<file path="src/rtl/upsample_engine.sv">
// 2x nearest-neighbour upsampler: each input row is streamed out twice, and each pixel is
// emitted twice per output row. The second output row of each pair is replayed from a line buffer.
module upsample_engine #(
    parameter int IN_DIM  = 14,
    parameter int OUT_DIM = 2 * IN_DIM
) (
    input  logic              clk,
    input  logic              rst,
    input  logic              valid_in,
    input  logic signed [7:0] pixel_in,
    output logic              in_ready,
    output logic              valid_out,
    output logic signed [7:0] pixel_out,
    input  logic              out_ready,
    output logic              all_done
);

    localparam int CW    = (IN_DIM > 1) ? $clog2(IN_DIM) : 1;
    localparam int TOTAL = OUT_DIM * OUT_DIM;
    localparam int BW    = $clog2(TOTAL + 1);

    localparam logic [CW-1:0] LAST_IDX  = CW'(IN_DIM - 1);
    localparam logic [BW-1:0] LAST_BEAT = BW'(TOTAL - 1);

    typedef enum logic [1:0] {
        EVEN,
        ODD,
        DONE
    } state_t;

    state_t            state;
    state_t            state_next;
    logic              phase;
    logic [CW-1:0]     col;
    logic [CW-1:0]     row;
    logic [BW-1:0]     beat_cnt;
    logic signed [7:0] line_buf [IN_DIM];

    logic              xfer;
    logic              accept;
    logic              row_end;
    logic [CW-1:0]     col_inc;
    logic [CW-1:0]     wr_col;

    assign xfer    = valid_out && out_ready;
    assign accept  = valid_in && in_ready;
    assign row_end = xfer && phase && (col == LAST_IDX);
    assign col_inc = col + CW'(1);
    // While a beat is still showing, an accepted pixel belongs to the next column.
    assign wr_col  = valid_out ? col_inc : col;

    // NOTE: every signal written here gets a default first, so no path can leave it unassigned
    // and infer a latch.
    always_comb begin
        state_next = state;
        in_ready   = 1'b0;
        case (state)
            EVEN: begin
                // Last column of the row hands over to the replay, so no new pixel is taken then.
                in_ready = !valid_out || (phase && out_ready && (col != LAST_IDX));
                if (row_end) state_next = ODD;
            end
            ODD: begin
                if (row_end) state_next = (row == LAST_IDX) ? DONE : EVEN;
            end
            DONE:    state_next = DONE;
            default: state_next = EVEN;
        endcase
    end

    // NOTE: sequential state uses non-blocking assignments so every register samples pre-edge values.
    always_ff @(posedge clk) begin
        if (rst) state <= EVEN;
        else     state <= state_next;
    end

    // NOTE: the line buffer is deliberately not reset; each entry is written in EVEN before ODD reads it.
    always_ff @(posedge clk) begin
        if (accept) line_buf[wr_col] <= pixel_in;
    end

    always_ff @(posedge clk) begin
        if (rst) begin
            phase     <= 1'b0;
            col       <= '0;
            row       <= '0;
            beat_cnt  <= '0;
            valid_out <= 1'b0;
            pixel_out <= '0;
            all_done  <= 1'b0;
        end else begin
            if (xfer) begin
                beat_cnt <= beat_cnt + BW'(1);
                if (beat_cnt == LAST_BEAT) all_done <= 1'b1;
            end

            case (state)
                EVEN: begin
                    if (xfer && !phase) begin
                        phase <= 1'b1;
                    end else if (xfer) begin
                        phase <= 1'b0;
                        if (row_end) begin
                            col       <= '0;
                            pixel_out <= line_buf[0];
                            valid_out <= 1'b1;
                        end else begin
                            col <= col_inc;
                            if (accept) pixel_out <= pixel_in;
                            else        valid_out <= 1'b0;
                        end
                    end else if (accept) begin
                        pixel_out <= pixel_in;
                        valid_out <= 1'b1;
                        phase     <= 1'b0;
                    end
                end
                ODD: begin
                    if (xfer && !phase) begin
                        phase <= 1'b1;
                    end else if (xfer) begin
                        phase <= 1'b0;
                        if (col == LAST_IDX) begin
                            col       <= '0;
                            valid_out <= 1'b0;
                            if (row != LAST_IDX) row <= row + CW'(1);
                        end else begin
                            col       <= col_inc;
                            pixel_out <= line_buf[col_inc];
                        end
                    end
                end
                default: valid_out <= 1'b0;
            endcase
        end
    end

endmodule

</file>
<file path="config.mk">
export PLATFORM = sky130hd
export DESIGN_NAME = upsample_engine
export DESIGN_NICKNAME = d
export VERILOG_FILES = /design/src/rtl/upsample_engine.sv
export SDC_FILE = /design/constraint.sdc
export NUM_CORES = 1
export LEC_CHECK = 0
export ABC_AREA = 1
export CORE_MARGIN = 2
export CORE_UTILIZATION = 55
export DETAILED_ROUTE_END_ITERATION = 8
export PLACE_DENSITY = 0.76
export REMOVE_ABC_BUFFERS = 1
export SLEW_MARGIN = 40
export SYNTH_ARGS = -nofsm -noshare
export SYNTH_HDL_FRONTEND = slang
export SYNTH_SLANG_ARGS = --single-unit
</file>
<file path="constraint.sdc">
create_clock -name clk -period 2.2 [get_ports clk]
set_clock_uncertainty 0.2 [all_clocks]
set_input_delay 0.22 -clock clk [delete_from_list [all_inputs] [get_ports clk]]
set_output_delay 0.22 -clock clk [all_outputs]
set_load 0.02 [all_outputs]
</file>
==> qor.csv, run 1 <==
stage,metric,value,unit
floorplanning,Placement Rows,39,
placed_design,number of port buffers,22,
synthesis,Ys Warns,0,
grt,first-pass GRT wire length,24.9,mm
sta,setup ws final,0.0249,ns
synthesis,Syn Inst Count,670,
synthesis,post-synth top area share,52.4,%
grt,total grt overflow,0,
sta,Slew @ Worst Pin,0.593,ns
placed_design,Final GP Congestion,0.920,
routing,Routed WL per cell,17.8,um
synthesis,Post-synth EDFFs,112,
cells_and_area,Area Overhead vs Synth,20.1,%
floorplanning,die area,12600,um2
worst_hold_path,hold path start,beat_cnt[2],
routing,first-pass iteration count of the detailed router,6,
synthesis,Post-synth ARST share,0,%
worst_hold_path,WHS Endpoint,beat_cnt[2],
grt,antenna violations before repair,0,
cells_and_area,FF+latch area,3990,um2
synthesis,Yosys cell types,38,
worst_setup_path,Critical Path Sink Type,flop,
sta,fin crit share,98.9,%
floorplanning,core region area,11400,um2
synthesis,syn avg cell area,9.59,um2
routing,final wirelength,15.7,mm
sta,Fin. Hold Viols,0,
clock_network,CTS H-Tree Depth,4,
cells_and_area,Antenna Cells,0,
synthesis,synthesized cell area,6420,um2
clock_network,CTS max path bufs,2,
grt,vias in the first global route,4893,
routing,drc violations,0,
routing,number of DRC markers in iteration 0,577,
sta,max-slew violation count,0,
synthesis,top post-synthesis cells by area,"edfxtp_1 (52%), dfxtp_1 (9.7%), nand2_1 (9.6%)",
clock_network,worst-skew pair later-pin latency,0.42,ns
synthesis,dominant cell by count in the synthesized netlist,nand2_1,
clock_network,Inserted Clock Buffers,17,
placed_design,Final HPWL DP,10.6,mm
synthesis,Synth area leader,edfxtp_1,
sta,Worst slew margin,60.0,%
worst_setup_path,critical path type,flop to flop,
placed_design,pre-CTS WS,-0.124,ns
synthesis,Synth Register Bits,143,
worst_setup_path,Worst EP arrival,2.10,ns
clock_network,CTS tree,built,
routing,drt via density,5.72,
worst_setup_path,reg2reg end,line_buf[6][4],
job,Max Cap Viol,0,
worst_setup_path,R2R setup slack,0.02,ns
floorplanning,Die Span X,112,um
power,maximum vdd drop,0.000600,V
power,pwr dens,836,nW/um2
power,Leak Pwr,3.01,nW
worst_setup_path,Crit path required time,2.13,ns
floorplanning,initial cell density of the core,56.2,%
grt,Global Route Usage Sum,26.1,%
outcome,result of the run,completed,
clock_network,Post-CTS Setup Repair Bufs,0,
cells_and_area,multi-input combinational cell area,2100,um2
power,Tot Pwr,0.00645,W
floorplanning,Ports,23,
clock_network,clock slew seen by the registers of the worst setup and hold paths,0.06,ns
cells_and_area,Nets,746,
worst_setup_path,worst reg2reg path depth,10,
sta,setup violators final,0,
floorplanning,Die Y,112,um
cells_and_area,Filler Cell Count,835,
sta,FMAX,460,MHz
sta,post-route setup TNS,0,ns
routing,Antenna Violating Nets Remaining,0,
worst_hold_path,HP Class,flop to flop,
sta,post-route minimum period,2.18,ns
worst_hold_path,hold depth,2,
worst_setup_path,worst-path fanout max,8,
synthesis,commonest cells in the synthesized netlist,"nand2_1 (165), edfxtp_1 (112), nand3_1 (84)",
sta,RSZ-0062 raised after global routing,yes,
cells_and_area,layout cells sized above 1,14.8,%
grt,largest net degree at the start of global routing,36,
clock_network,root buffer cell,clkbuf_16,
worst_setup_path,Worst Setup Start Kind,flop,
synthesis,Synth Flop Type,edfxtp_1,
worst_setup_path,r2r startpoint,col[1],
routing,Via Count,5059,
synthesis,"Seq/Total Area, Yosys",62.0,%
clock_network,clock sinks,143,
-- critical path, cell delays in order (launching register included) --
cell,delay (ns)
dfxtp_1,0.37
inv_1,0.10
ha_4,0.17
nand3_1,0.08
nand2_1,0.07
nand2_1,0.08
nand3_1,0.11
inv_2,0.16
nand3_1,0.19
nor2_1,0.16
buf_4,0.18
-- layout make-up --
| type | instances | share of cell area [%] |
|---|---|---|
| sequential | 143 | 51.7 |
| multi-input combinational | 434 | 27.3 |
| timing repair buffer | 67 | 7.69 |
| clock buffer | 19 | 5.61 |
| inverter | 66 | 3.24 |
| tap | 143 | 2.32 |
| clock inverter | 12 | 2.19 |
-- through the flow --
step           instance area (um2)  hold WS, ns  util [%]  instances
2_1_floorplan                 6260       0.0891         -        643
3_3_place_gp                  7020        0.247      61.5        853
3_5_place_dp                  7020        0.253      61.5        853
4_1_cts                       7630        0.275      66.8        884
5_1_grt                       7710        0.292      67.6        884
6_report                      7710        0.272      67.6        884
-- state kept, by name, indices dropped and copies added (netlist names) --
register and flops:
pixel_out 8, all_done 1, col 4, line_buf 112, valid_out 1, row 4, beat_cnt 10, phase 1
state 2
-- per-layer routing --
metal / vias to the layer above / global-route usage (%) / wire [um]
met4: 0 / 9.19 / 414
met3: 43 / 5.94 / 1390
li1: 2365 / - / -
met5: - / 0 / 0
met1: 2389 / 34.2 / 6180
met2: 262 / 43.6 / 7710
-- cells by family after synthesis --
family	after synthesis	share of synthesized area, %
AND/OR/NAND/NOR	354	24.1
flip-flops	143	62.0
buffers and inverters	93	6.43
AO/OA/AOI/OAI	73	6.23
adder cells (fa/ha/maj)	5	0.974
XOR/XNOR	2	0.273
-- worst max path at each step --
stage	from	cells past startpoint	slack, ns	endpoint
3_3_place_gp	out_ready	10	-0.07	line_buf[13][1]
5_1_grt	col[1]	12	-0.05	line_buf[3][2]
2_1_floorplan	col[0]	9	-1.25	pixel_out[4]
6_report	col[1]	10	0.02	line_buf[6][4]
3_5_place_dp	out_ready	10	-0.12	line_buf[13][5]
4_1_cts	col[1]	10	0.005	line_buf[9][2]
-- placed cells by master, fill, tap and decap left out, drive strengths merged, types with 3 or more instances in the layout --
cell type | netlist | layout
nand2 | 168 | 168
edfxtp | 112 | 112
nor2 | 87 | 87
nand3 | 85 | 85
inv | 65 | 65
buf | 22 | 45
o21ai | 32 | 32
dfxtp | 31 | 31
a21oi | 29 | 29
clkdlybuf4s50 | 0 | 21
clkbuf | 5 | 20
nand4 | 7 | 7
clkinv | 1 | 6
ha | 5 | 5
o211ai | 4 | 4
a21boi | 4 | 4
bufinv | 0 | 4
clkinvlp | 0 | 3
nor3 | 3 | 3
-- what timing repair did --
| action | in CTS | in global routing |
|---|---|---|
| hold endpoints to repair | 0 | 0 |
| endpoints found under the setup margin | 8 | 123 |
| resized for setup | 3 | 23 |
| hold buffers | 0 | 0 |
-- where the power goes --
part	internal [W]	total [W]	switching, W
clock	0.00188	0.00293	0.00106
combinational	0.000180	0.000487	0.000307
sequential	0.00298	0.00303	0.0000466
(Power assumes the default switching activity.)
==> run 2, diff against run 1 <==
--- a/config.mk
+++ b/config.mk
@@ -6,10 +6,12 @@
 export NUM_CORES = 1
 export LEC_CHECK = 0
 export ABC_AREA = 1
+export ABC_CLOCK_PERIOD_IN_PS = 2200
 export CORE_MARGIN = 2
 export CORE_UTILIZATION = 55
 export DETAILED_ROUTE_END_ITERATION = 8
-export PLACE_DENSITY = 0.76
+export HOLD_SLACK_MARGIN = 0.05
+export PLACE_DENSITY = 0.75
 export REMOVE_ABC_BUFFERS = 1
 export SLEW_MARGIN = 40
 export SYNTH_ARGS = -nofsm -noshare
==> qor.csv, run 2 (synthesized netlist as in run 1, its figures left out) <==
stage,metric,value,unit,change
power,maximum vdd drop,0.000446,V,-26%
floorplanning,Die Span X,112,um,unchanged
outcome,result of the run,completed,,
placed_design,Final GP Congestion,0.931,,+1.2%
cells_and_area,"commonest non-fill, non-tap cell in the layout",nand2_1,,
placed_design,Final HPWL DP,10.6,mm,+0.47%
worst_setup_path,cell family with most CP delay,simple AND/OR/NAND/NOR gates,,
routing,first-pass iteration count of the detailed router,6,,unchanged
placed_design,Post-DP Area,7030,um2,+0.14%
floorplanning,Die Y,112,um,unchanged
cells_and_area,biggest registers after layout,"line_buf: 112 flops, beat_cnt: 10 flops, pixel_out: 8 flops",,
routing,final wirelength,15.5,mm,-1.3%
cells_and_area,Nets,750,,+0.54%
grt,total grt overflow,0,,unchanged
worst_setup_path,worst-path fanout max,8,,unchanged
job,Max Cap Viol,0,,unchanged
worst_setup_path,critical path type,flop to flop,,
grt,Global Route Usage Sum,25.8,%,-0.33 points
cells_and_area,Reg with most FFs,line_buf,,
worst_setup_path,CP Buf/Inv Count,2,,-1
worst_hold_path,HP Class,flop to flop,,
worst_setup_path,Crit path required time,2.12,ns,about the same
sta,Slew @ Worst Pin,0.439,ns,-0.155 ns
sta,post-route minimum period,2.12,ns,-0.0583 ns
grt,antenna violations before repair,0,,unchanged
power,pwr dens,798,nW/um2,-4.6%
worst_setup_path,Crit path depth,9,,-1
worst_setup_path,r2r startpoint,col[0],,
clock_network,worst-skew pair later-pin latency,0.42,ns,about the same
clock_network,clock sinks,143,,unchanged
sta,Fin. Hold Viols,0,,unchanged
cells_and_area,Layout Utilization,66.7,%,-0.84 points
floorplanning,initial cell density of the core,56.2,%,unchanged
routing,Antenna Violating Nets Remaining,0,,unchanged
sta,fin crit share,96.2,%,-2.7 points
clock_network,CTS tree,built,,
worst_setup_path,reg2reg end,line_buf[0][7],,
floorplanning,Placement Rows,39,,unchanged
routing,drt via density,5.63,,-1.7%
placed_design,pre-CTS WS,-0.0548,ns,+0.0695 ns
worst_setup_path,Critical Path Sink Type,flop,,
sta,FMAX,472,MHz,+2.8%
cells_and_area,layout cells sized above 1,14.3,%,-0.50 points
cells_and_area,final cell count without fillers,889,,+0.57%
sta,setup ws final,0.0832,ns,+0.0583 ns
sta,setup violators final,0,,unchanged
routing,drc violations,0,,unchanged
sta,final hold slack,0.267,ns,-0.00510 ns
grt,largest net degree at the start of global routing,33,,-8.3%
sta,Worst slew margin,70.7,%,+11 points
grt,vias in the first global route,4917,,+0.49%
routing,number of DRC markers in iteration 0,485,,-16%
cells_and_area,max reg flops,112,,unchanged
floorplanning,die area,12600,um2,unchanged
cells_and_area,FF+latch area,3990,um2,about the same
floorplanning,core region area,11400,um2,unchanged
sta,max-slew violation count,0,,unchanged
grt,first-pass GRT wire length,24.8,mm,-0.53%
cells_and_area,most frequent cells in the layout,"nand2_1 (164), edfxtp_1 (112), nand3_1 (81)",,
power,Leak Pwr,2.98,nW,-0.98%
floorplanning,Ports,23,,unchanged
clock_network,CTS H-Tree Depth,4,,unchanged
worst_setup_path,Worst Setup Start Kind,flop,,
cells_and_area,multi-input combinational cell area,2060,um2,-2.1%
clock_network,Inserted Clock Buffers,17,,unchanged
clock_network,root buffer cell,clkbuf_16,,
clock_network,CTS max path bufs,2,,unchanged
cells_and_area,Finished Cell Area,7620,um2,-1.2%
placed_design,number of port buffers,22,,unchanged
worst_setup_path,CP endpoint,line_buf[0][7],,
cells_and_area,Filler Cell Count,863,,+3.4%
worst_setup_path,slowest CP cell,dfxtp_4,,
worst_setup_path,CP Cell Sequence,ha_2 > nand3_1 > nand2_1 > nand2_1 > nand3_1 > inv_2 > nand3_2 > nor2_1 > buf_6,,
worst_setup_path,Critical Path Source,col[0],,
routing,Via Count,5001,,-1.1%
cells_and_area,Antenna Cells,0,,unchanged
worst_setup_path,Worst EP arrival,2.04,ns,-0.06 ns
placed_design,Placed Cells,856,,+0.35%
clock_network,CTS hold repair buffers,0,,unchanged
worst_setup_path,worst reg2reg path depth,9,,-1
worst_setup_path,CP peak stage delay,0.37,ns,about the same
clock_network,clock slew seen by the registers of the worst setup and hold paths,0.06,ns,about the same
routing,Routed WL per cell,17.4,um,-1.8%
cells_and_area,Area Overhead vs Synth,18.6,%,
worst_setup_path,R2R setup slack,0.08,ns,+0.06 ns
## run 2: final cells by class
| cell class | count | share of cell area (%) |
|---|---|---|
| flip-flops and latches | 143 | 52.4 |
| multi-input cells | 434 | 27.0 |
| repair buffers | 71 | 8.02 |
| clock buffers | 18 | 5.63 |
| inverters | 66 | 3.29 |
| well taps | 143 | 2.35 |
| clock inverters | 14 | 1.33 |
## run 2: timing repair
action,in CTS,in global routing
endpoints found under the setup margin,3,122
gates cloned,0,0
resized for setup,3,17
setup buffers,0,1
pin swaps,0,1
## run 2: how the worst min path moves through the flow
stage	end	depth (start not counted)	startpoint	slack (ns)
floorplan	col[1]	1	rst	0.09
global placement	beat_cnt[2]	2	beat_cnt[2]	0.24
detailed placement	beat_cnt[2]	2	beat_cnt[2]	0.26
CTS	beat_cnt[2]	2	beat_cnt[2]	0.27
global route	beat_cnt[2]	2	beat_cnt[2]	0.30
finish	beat_cnt[2]	2	beat_cnt[2]	0.27
## run 2: worst register-to-register path, stage by stage (launching register included)
cell     delay (ns)
dfxtp_4        0.37
ha_2           0.19
nand3_1        0.10
nand2_1        0.08
nand2_1        0.10
nand3_1        0.12
inv_2          0.14
nand3_2        0.13
nor2_1         0.21
buf_6          0.18
## run 2: through the flow
stage | TNS (ns) | total power, W
floorplan | -150.73 | 0.00331
global placement | -0.112 | 0.00352
detailed placement | -1.49 | 0.00354
CTS | 0 | 0.00609
global route | -0.114 | 0.00626
finish | 0 | 0.00608
## run 2: power breakdown
group | switching [W] | total (W) | internal [W] | leakage, nW
Clock | 0.00104 | 0.00257 | 0.00152 | 0.245
Sequential | 0.0000446 | 0.00303 | 0.00298 | 1.26
Combinational | 0.000300 | 0.000484 | 0.000184 | 1.47
## run 2: routing by layer
metal | share of wire (%) | global-route usage (%) | up-vias
met2 | 49 | 43.4 | 239
li1 | - | - | 2371
met5 | 0 | 0 | -
met3 | 7.0 | 7.24 | 43
met4 | 3.2 | 10.7 | 0
met1 | 40 | 31.7 | 2348
==> run 3, diff against run 2 <==
--- a/config.mk
+++ b/config.mk
@@ -10,6 +10,7 @@
 export CORE_MARGIN = 2
 export CORE_UTILIZATION = 55
 export DETAILED_ROUTE_END_ITERATION = 8
+export GPL_ROUTABILITY_DRIVEN = 0
 export HOLD_SLACK_MARGIN = 0.05
 export PLACE_DENSITY = 0.75
 export REMOVE_ABC_BUFFERS = 1
==> results of run 3 <==
The final DEF is identical to that of run 2; final timing and power are the same.
